$ cat config.mk
export PLATFORM = sky130hd
export DESIGN_NAME = ysyx_25060170_pipe_stage
export DESIGN_NICKNAME = d
export VERILOG_FILES = /design/src/rtl/ysyx_25060170_pipe_stage.sv
export SDC_FILE = /design/constraint.sdc
export NUM_CORES = 1
export LEC_CHECK = 0
export BUFFER_PORTS_ARGS = -buffer_cell sky130_fd_sc_hd__buf_4
export CAP_MARGIN = 20
export CORE_MARGIN = 2
export CORE_UTILIZATION = 50
export DETAILED_ROUTE_END_ITERATION = 8
export GPL_TIMING_DRIVEN = 0
export PLACE_DENSITY = 0.85
export SLEW_MARGIN = 20
export SYNTH_ARGS = -nofsm -noshare
export SYNTH_HDL_FRONTEND = slang
export SYNTH_SLANG_ARGS = --single-unit
export TNS_END_PERCENT = 5
$ cat constraint.sdc
create_clock -name clk -period 5.8 [get_ports clk]
set_clock_uncertainty 0.05 [all_clocks]
set_input_delay 1.45 -clock clk [delete_from_list [all_inputs] [get_ports clk]]
set_output_delay 1.45 -clock clk [all_outputs]
set_load 0.02 [all_outputs]
$ cat src/rtl/ysyx_25060170_pipe_stage.sv
// ---------------------------------------------------------------------------
// ysyx_25060170_pipe_stage
//
// Elastic pipeline-stage register with a valid/ready handshake on each side
// and DEPTH entries of buffering. It sits between two core stages and carries
// an opaque payload bus, for example {pc, inst, ctl}.
//
// A payload pushed into an empty stage shows up on out_* exactly one cycle
// later; there is no empty-bypass path. While the stage is empty, after reset
// and after a flush, out_data shows RESET_VAL (typically a NOP encoding).
//
// Parameters
//   DATA_W     payload width in bits (>= 1)
//   DEPTH      number of buffer entries (>= 1, any value)
//   RESET_VAL  out_data value while the stage is empty
//
// Ports
//   clk        core clock
//   rst        synchronous active-high reset (takes priority over flush)
//   flush      drop every entry; a same-cycle push is discarded and no pop
//              is reported
//   in_valid   upstream offers a payload
//   in_ready   the stage accepts the payload this cycle
//   in_data    upstream payload (sampled only on an accepted push)
//   out_valid  the head entry is valid
//   out_ready  downstream takes the head entry
//   out_data   head payload, or RESET_VAL while empty
//   count      current occupancy, 0..DEPTH
//   stall_cnt  cycles with in_valid & !in_ready (saturating)
//   bubble_cnt cycles with out_ready & !out_valid (saturating)
//
// Build option
//   PIPE_STAGE_PERF_EN  When defined, stall_cnt and bubble_cnt are 32-bit
//                       saturating counters. They clear on rst and survive
//                       flush. When undefined, no counter logic is built and
//                       both ports are tied to zero. The port list is the
//                       same in both builds.
// ---------------------------------------------------------------------------
module ysyx_25060170_pipe_stage #(
  parameter int unsigned        DATA_W    = 64,
  parameter int unsigned        DEPTH     = 2,
  parameter logic [DATA_W-1:0]  RESET_VAL = {DATA_W{1'b0}},
  localparam int unsigned       CNT_W     = $clog2(DEPTH + 1)
) (
  input  logic              clk,
  input  logic              rst,
  input  logic              flush,
  input  logic              in_valid,
  output logic              in_ready,
  input  logic [DATA_W-1:0] in_data,
  output logic              out_valid,
  input  logic              out_ready,
  output logic [DATA_W-1:0] out_data,
  output logic [CNT_W-1:0]  count,
  output logic [31:0]       stall_cnt,
  output logic [31:0]       bubble_cnt
);

  // A single-entry stage still needs a one-bit pointer. The pointer simply
  // stays at zero in that case.
  localparam int unsigned     PTR_W     = (DEPTH > 1) ? $clog2(DEPTH) : 1;
  localparam logic [CNT_W-1:0] DEPTH_CNT = CNT_W'(DEPTH);
  localparam logic [PTR_W-1:0] LAST_PTR  = PTR_W'(DEPTH - 1);

  // -------------------------------------------------------------------------
  // Storage and state
  // -------------------------------------------------------------------------
  logic [DATA_W-1:0] mem [DEPTH];

  logic [CNT_W-1:0] count_reg;
  logic [CNT_W-1:0] count_next;
  logic [PTR_W-1:0] rd_ptr_reg;
  logic [PTR_W-1:0] rd_ptr_next;
  logic [PTR_W-1:0] wr_ptr_reg;
  logic [PTR_W-1:0] wr_ptr_next;

  logic not_empty;
  logic not_full;
  logic push;
  logic pop;

  // The pointers wrap explicitly at DEPTH-1, so DEPTH does not have to be a
  // power of two. Occupancy comes from count_reg. It is never derived from a
  // comparison of the two pointers.
  function automatic logic [PTR_W-1:0] ptr_inc(input logic [PTR_W-1:0] p);
    if (p == LAST_PTR) begin
      ptr_inc = '0;
    end else begin
      ptr_inc = p + PTR_W'(1);
    end
  endfunction

  // -------------------------------------------------------------------------
  // Handshake
  // -------------------------------------------------------------------------
  // in_ready looks at out_ready combinationally. A full stage can therefore
  // accept a new payload in the same cycle that its head leaves, which keeps
  // throughput at one payload per cycle even when DEPTH is 1.
  // flush masks both sides. As a result, push and pop are already false in
  // a flush cycle, and the state update only has to force the clear.
  always_comb begin
    not_empty = (count_reg != '0);
    not_full  = (count_reg != DEPTH_CNT);
    in_ready  = !flush && (not_full || out_ready);
    out_valid = !flush && not_empty;
    push      = in_valid && in_ready;
    pop       = out_valid && out_ready;
  end

  // The head is read straight from the storage array. This gives exactly one
  // cycle of latency from push to visibility.
  always_comb begin
    if (not_empty) begin
      out_data = mem[rd_ptr_reg];
    end else begin
      out_data = RESET_VAL;
    end
  end

  assign count = count_reg;

  // -------------------------------------------------------------------------
  // Next-state logic
  // -------------------------------------------------------------------------
  always_comb begin
    count_next  = count_reg;
    rd_ptr_next = rd_ptr_reg;
    wr_ptr_next = wr_ptr_reg;

    if (flush) begin
      count_next  = '0;
      rd_ptr_next = '0;
      wr_ptr_next = '0;
    end else begin
      if (push) begin
        wr_ptr_next = ptr_inc(wr_ptr_reg);
      end
      if (pop) begin
        rd_ptr_next = ptr_inc(rd_ptr_reg);
      end
      // A simultaneous push and pop leaves the occupancy unchanged. This
      // applies when full and when holding a single entry.
      if (push && !pop) begin
        count_next = count_reg + CNT_W'(1);
      end else if (pop && !push) begin
        count_next = count_reg - CNT_W'(1);
      end
    end
  end

  always_ff @(posedge clk) begin
    if (rst) begin
      count_reg  <= '0;
      rd_ptr_reg <= '0;
      wr_ptr_reg <= '0;
    end else begin
      count_reg  <= count_next;
      rd_ptr_reg <= rd_ptr_next;
      wr_ptr_reg <= wr_ptr_next;
    end
  end

  // The storage itself is not reset. Entries are only observed while
  // count_reg says they are valid, and the empty value comes from RESET_VAL.
  // A full stage with out_ready low has push low, so the array is not
  // written in that case.
  always_ff @(posedge clk) begin
    if (push) begin
      mem[wr_ptr_reg] <= in_data;
    end
  end

  // -------------------------------------------------------------------------
  // Performance counters
  // -------------------------------------------------------------------------
`ifdef PIPE_STAGE_PERF_EN
  logic [31:0] stall_cnt_reg;
  logic [31:0] stall_cnt_next;
  logic [31:0] bubble_cnt_reg;
  logic [31:0] bubble_cnt_next;

  // Both counters saturate instead of wrapping, so a long run never reports
  // a small value. Stall and bubble cycles caused by flush are included
  // because flush drops in_ready and out_valid.
  always_comb begin
    stall_cnt_next  = stall_cnt_reg;
    bubble_cnt_next = bubble_cnt_reg;
    if (in_valid && !in_ready && (stall_cnt_reg != 32'hFFFF_FFFF)) begin
      stall_cnt_next = stall_cnt_reg + 32'd1;
    end
    if (out_ready && !out_valid && (bubble_cnt_reg != 32'hFFFF_FFFF)) begin
      bubble_cnt_next = bubble_cnt_reg + 32'd1;
    end
  end

  always_ff @(posedge clk) begin
    if (rst) begin
      stall_cnt_reg  <= '0;
      bubble_cnt_reg <= '0;
    end else begin
      stall_cnt_reg  <= stall_cnt_next;
      bubble_cnt_reg <= bubble_cnt_next;
    end
  end

  assign stall_cnt  = stall_cnt_reg;
  assign bubble_cnt = bubble_cnt_reg;
`else
  assign stall_cnt  = '0;
  assign bubble_cnt = '0;
`endif

endmodule

==> flow_metrics.py, run 1 <==
metrics = {
    "run_status": {
        "status": "completed",
    },
    "timing": {
        "setup_tns_ns": 0,
        "holdWs_ns": 0.478,
        "period_minus_slack_ns": 3.67,
        "finalSetupViolations": 0,
        "rsz0062_at_grt": "no",
        "finalMaxSlewViolations": 0,
        "min_period_over_period_pct": 63.4,
        "worst_slew_pin_slew_ns": 0.737,
        "max_freq_ghz": 0.272,
        "finalHoldViolCount": 0,
        "slew_headroom_pct": 50.8,
    },
    "setup_path": {
        "worstSetupPathType": "in -> out",
        "arrival_ns": 2.17,
        "worstPathRequired_ns": 4.30,
        "path_common_cell": "buf_4",
        "endpoint_kind": "primary output",
        "regToRegSetupSlack_ns": 3.37,
        "crit_path_max_fanout": 3,
        "start_kind": "input pin",
        "worstRegToRegCells": 5,
        "r2r_start": "count[0]$_SDFFE_PP0P_",
        "max_stage_delay_ns": 0.37,
        "critPathSlowestCell": "nor3b_1",
        "timing.rr.end": "mem[0][21]$_DFFE_PP_",
        "path_cells": "buf_4 > nor3b_1 > nor2_1 > buf_4",
    },
    "logic_synthesis": {
        "yosysTopAreaCellShare_pct": 69.3,
        "synth_cell_type_count": 19,
        "synthCells": 364,
        "ys_ff_latch": 133,
        "syn-cell-area_um2": 5540,
        "yosysWarnings": 0,
        "yosys.area.top_type": "edfxtp_1",
        "avgSynthCellArea_um2": 15.2,
        "ys_seq_area_share_pct": 71.1,
        "synth.area.top_cells": "edfxtp_1, mux2i_1, buf_4",
    },
    "clocking": {
        "cts_made_buffers": 17,
        "clk_path_buf_depth": 2,
        "path_clk_slew_ns": 0.05,
        "cts_setup_buffers": 0,
        "ctsResizeCount": 0,
        "cts_tree": "yes",
        "clock_sinks": 133,
        "clock_latency_ns": 0.51,
        "cts_hold_buf": 0,
        "cts-root-buf": "clkbuf_8",
        "htree_levels": 4,
    },
    "cells_and_area": {
        "final_nets": 655,
        "largest_register_ffs": 128,
        "antenna_cells": 0,
        "fill_cells": 734,
        "areaGrowthSynthToFinish_pct": 38.5,
        "drive_gt1_share_pct": 42.0,
    },
    "min_path": {
        "holdPathStages": 2,
        "min-delay-start": "rd_ptr_reg$_SDFFE_PP0P_",
        "hold_path.class": "reg -> reg",
    },
    "power_and_ir_drop": {
        "power_mw": 2.45,
        "clkPwrFrac_pct": 44.8,
        "p_sw_share_pct": 22.3,
        "p_comb_share_pct": 10.5,
        "vdd_drop_max_mv": 0.257,
        "leakage_nw": 3.13,
        "p_switching_uw": 545,
        "power_frac_seq_pct": 44.6,
        "cellPowerDensity_nw_per_um2": 318,
        "power.internal_mw": 1.90,
    },
    "drt": {
        "avgRoutedWirePerCell_um": 14.4,
        "finalWirelength_mm": 10.7,
        "drt_iter0_markers": 116,
        "vias": 3345,
        "vias_per_cell": 4.53,
        "drt_first_pass_iters": 4,
        "ant_nets": 0,
        "drc": 0,
    },
    "placed_design": {
        "portBuffers": 136,
        "hpwl_mm": 7.55,
        "place_congestion": 0.682,
    },
    "die": {
        "num_rows": 38,
        "die_w_um": 109,
        "ios": 201,
        "start_util_pct": 51.1,
        "core-area_um2": 10800,
        "die_h_um": 109,
        "fp.dieArea_um2": 11900,
    },
    "grt": {
        "overflow": 0,
        "grt_start_max_net_pins": 42,
        "grt_antenna_before_repair": 0,
        "grt_pass1_wl_mm": 15.9,
        "grt_pass1_vias": 3398,
        "grtUsageTotal_pct": 18.3,
    },
    "job": {
        "maxCapViolCount": 0,
    },
}
## cells in the mapped netlist
cell      number
edfxtp_1     128
nor3b_2        1
a21oi_1        1
nand2_1        2
nor2b_1        1
and2_1         1
xor2_1         3
mux2i_1       65
dfxtp_1        5
conb_1         1
or3_1          2
or2_2          1
buf_2          6
o21ai_0        2
clkbuf_1       1
buf_4         71
ha_1           1
nor2_1        71
nor3b_1        1
## cells by family (layout without fill, tap and decap cells)
| group | count (synthesis) | in the layout | share of synthesized area [%] |
|---|---|---|---|
| DFF | 133 | 133 | 71.1 |
| adders and majority gates | 1 | 1 | 0.226 |
| other | 1 | 64 | 0.0676 |
| xor gates and xnor gates | 3 | 3 | 0.474 |
| buffers and inverters | 78 | 249 | 10.2 |
| AOI/OAI and AO/OA | 3 | 3 | 0.271 |
| muxes | 65 | 65 | 11.7 |
| and+or+nand+nor | 80 | 80 | 5.87 |
## routing by layer
layer	vias up	part of all wire (%)	track usage, %
li1	1616	-	-
met1	1551	36	18.3
met2	158	52	33.6
met3	20	10	7.29
met4	0	1.6	7.69
met5	-	0	0
## cell type report
type	count	area (um^2)	share of cell area (%)
flip-flops and latches	133	3940	51.3
multi-input cells	216	1280	16.7
repair buffers	139	1100	14.3
plain buffers	78	567	7.38
clock buffers	18	418	5.44
clock inverters	14	201	2.62
well taps	140	175	2.28
## worst max path at each step
stage,from,endpoint,slack (ns),depth (start not counted)
3_5_place_dp,out_ready,in_ready,2.14,4
5_1_grt,out_ready,in_ready,2.01,4
4_1_cts,out_ready,in_ready,2.13,4
3_3_place_gp,out_ready,mem[0][21]$_DFFE_PP_,-0.95,4
2_1_floorplan,out_ready,mem[0][0]$_DFFE_PP_,0.60,3
6_report,out_ready,in_ready,2.13,4
## power by group through the flow
stage	clock (mW)	sequential (mW)	combinational (mW)
2_1_floorplan	0	1.11	0.155
3_3_place_gp	0	1.11	0.244
3_5_place_dp	0	1.11	0.255
4_1_cts	1.11	1.09	0.257
5_1_grt	1.15	1.09	0.278
6_report	1.10	1.09	0.258
## layout by cell type, fill, tap and decap left out, drive strengths merged
cell type    n
clkinv       6
buf        216
or2          1
or3          2
nor3b        2
nand2        2
o21ai        2
bufinv       4
conb        64
mux2i       65
clkbuf      19
xor2         3
edfxtp     128
nor2        71
ha           1
dfxtp        5
inv          2
clkinvlp     2
and2         1
a21oi        1
nor2b        1
## critical path, delay by kind of cell
| family | cells | cell delay, ns |
|---|---|---|
| and+or+nand+nor | 2 | 0.44 |
| buffers and inverters | 2 | 0.29 |
## per-stage QoR
| stage | setup slack [ns] | area (um^2) | utilization (%) | instances |
|---|---|---|---|---|
| floorplan | 0.597 | 5780 | - | 427 |
| global placement | -0.947 | 6980 | 64.4 | 703 |
| detailed placement | 2.14 | 7060 | 65.1 | 706 |
| CTS | 2.13 | 7680 | 70.9 | 738 |
| global route | 2.01 | 7680 | 70.9 | 738 |
| finish | 2.13 | 7680 | 70.9 | 738 |
(Power assumes the default switching activity.)
==> inputs of run 2 (changes only) <==
Settings changed: ABC_AREA set to 1, CORE_UTILIZATION 50 to 45, PLACE_DENSITY 0.85 to 0.8.
Clock period 5.8 ns to 3 ns, I/O delays scaled along.
==> flow_metrics.py, run 2 <==
metrics = {
    "logic_synthesis": {
        "ys_ff_latch": 133,
        "async_flop_share_pct": 0,
        "synth_common_cells": "nand2_1, edfxtp_1, buf_4",
        "syn-cell-area_um2": 5730,
        "yosysTopAreaCellShare_pct": 67.0,
        "ys_seq_area_share_pct": 68.8,
        "synth_cell_type_count": 20,
        "synthFlopType": "edfxtp_1",
        "yosys.area.top_type": "edfxtp_1",
        "synth.area.top_cells": "edfxtp_1, nand2_1, buf_4",
        "synthCells": 451,
        "yosysWarnings": 0,
        "synth_edf_count": 128,
        "yosysMostFrequentCell": "nand2_1",
        "avgSynthCellArea_um2": 12.7,
    },
    "drt": {
        "drt_first_pass_iters": 4,
        "drc": 0,
        "avgRoutedWirePerCell_um": 13.8,
        "vias": 3792,
        "vias_per_cell": 4.42,
        "finalWirelength_mm": 11.9,
        "drt_iter0_markers": 178,
        "ant_nets": 0,
    },
    "setup_path": {
        "critPathSlowestCell": "clkbuf_1",
        "start_kind": "register",
        "path_cells": "inv_2 > clkbuf_1 > nand2_1 > a21oi_2 > buf_4",
        "r2r_start": "count[0]$_SDFFE_PP0P_",
        "crit_path_max_fanout": 10,
        "endpoint_kind": "primary output",
        "max_stage_delay_ns": 0.39,
        "worstPathRequired_ns": 2.20,
        "cp_num_buf_inv": 3,
        "path_delay_family": "buffers and inverters",
        "arrival_ns": 1.77,
        "worstSetupPathType": "reg -> out",
    },
    "timing": {
        "finalMaxSlewViolations": 0,
        "finalHoldViolCount": 0,
        "min_period_over_period_pct": 85.8,
        "period_minus_slack_ns": 2.57,
        "rsz0062_at_grt": "no",
        "finalSetupViolations": 0,
        "worst_slack_ns": 0.425,
        "setup_tns_ns": 0,
        "max_freq_ghz": 0.388,
    },
    "grt": {
        "grt_pass1_wl_mm": 17.2,
        "grt_start_max_net_pins": 42,
        "overflow": 0,
        "grt_antenna_before_repair": 1,
        "grt_pass1_vias": 3593,
        "grtUsageTotal_pct": 17.0,
    },
    "placed_design": {
        "hpwl_mm": 8.40,
        "dpl_cell_area_um2": 7320,
        "pre_cts_ws_ns": 0.556,
        "portBuffers": 136,
        "place_congestion": 0.806,
        "placed_cells": 826,
    },
    "clocking": {
        "clk_path_buf_depth": 2,
        "cts_hold_buf": 0,
        "cts_made_buffers": 17,
        "clock_latency_ns": 0.40,
        "path_clk_slew_ns": 0.06,
        "cts_setup_buffers": 0,
        "ctsResizeCount": 0,
        "htree_levels": 4,
        "cts-root-buf": "clkbuf_16",
        "cts_tree": "yes",
        "clock_sinks": 133,
    },
    "min_path": {
        "min-delay-start": "rst",
        "hold_path.class": "in -> reg",
    },
    "cells_and_area": {
        "mostFrequentLayoutCell": "buf_4",
        "largest_register_ffs": 128,
        "final-instance-count-excl-fill": 858,
        "fin_area_um2": 7910,
        "seq_area_um2": 3940,
        "multi_input_area_um2": 1360,
        "drive_gt1_share_pct": 44.4,
        "final_cell_mix": "buf_4, nand2_1, edfxtp_1",
        "areaGrowthSynthToFinish_pct": 37.9,
        "fill_cells": 980,
        "final_nets": 743,
    },
    "job": {
        "maxCapViolCount": 0,
    },
    "power_and_ir_drop": {
        "power_mw": 4.67,
        "vdd_drop_max_mv": 0.385,
        "cellPowerDensity_nw_per_um2": 590,
        "leakage_nw": 3.35,
    },
    "die": {
        "die_w_um": 117,
        "num_rows": 41,
        "fp.dieArea_um2": 13700,
        "start_util_pct": 45.8,
        "ios": 201,
        "die_h_um": 117,
        "core-area_um2": 12500,
    },
    "run_status": {
        "status": "completed",
    },
}
run 2: cell types whose count changed after synthesis, sizes merged, moves of 3 or more:
cell,before,now
a21oi,1,64
buf,77,80
clkbuf,1,4
inv,0,16
mux2i,65,0
nand2,2,136
nand3,0,4
nor2,71,7
run 2: metrics by stage:
step	hold slack [ns]	util (%)
final	0.466	63.2
after global placement	0.475	57.6
after global routing	0.464	63.2
after detailed placement	0.512	58.5
after floorplan	0.461	-
after CTS	0.451	63.2
run 2: final timing paths:
check | endpoint | slack, ns | cells after the start
setup reg to reg | mem[0][25]$_DFFE_PP_ | 0.94 | 7
hold reg to reg | register | 0.53 | 4
setup / recovery | out_data[29] | 0.43 | 5
hold / removal | count[0]$_SDFFE_PP0P_ | 0.47 | 2
run 2: area by class of cell:
| cell class | instances | share of cell area, % |
|---|---|---|
| antenna | 1 | 0.0316 |
| buffer | 84 | 7.78 |
| clock buffer | 17 | 5.38 |
| clock inverter | 14 | 2.04 |
| inverter | 16 | 0.791 |
| multi-input combinational | 281 | 17.2 |
| sequential | 133 | 49.9 |
| tap | 172 | 2.72 |
| timing repair buffer | 140 | 14.2 |
run 2: where the power goes:
group          internal [mW]  switching [mW]  leakage (nW)
clock                   1.29           0.734         0.270
combinational          0.229           0.301          1.86
sequential              2.10          0.0137          1.22
total                   3.62            1.05          3.35
run 2: cell families (layout without fill, tap and decap cells):
group	Yosys count	after routing	share of synthesized area, %
fa+ha+maj	1	1	0.218
buf+inv	100	271	11.8
other cells	1	65	0.0654
simple gates	149	149	9.95
xor+xnor	1	1	0.153
compound gates	66	66	9.04
flops	133	133	68.8
run 2: routing by layer:
layer	global-route usage [%]	up-vias	part of all wire [%]
li1	-	1857	-
met1	19.5	1741	38
met2	29.0	181	50
met3	6.80	13	10
met4	6.27	0	1.4
met5	0	-	0
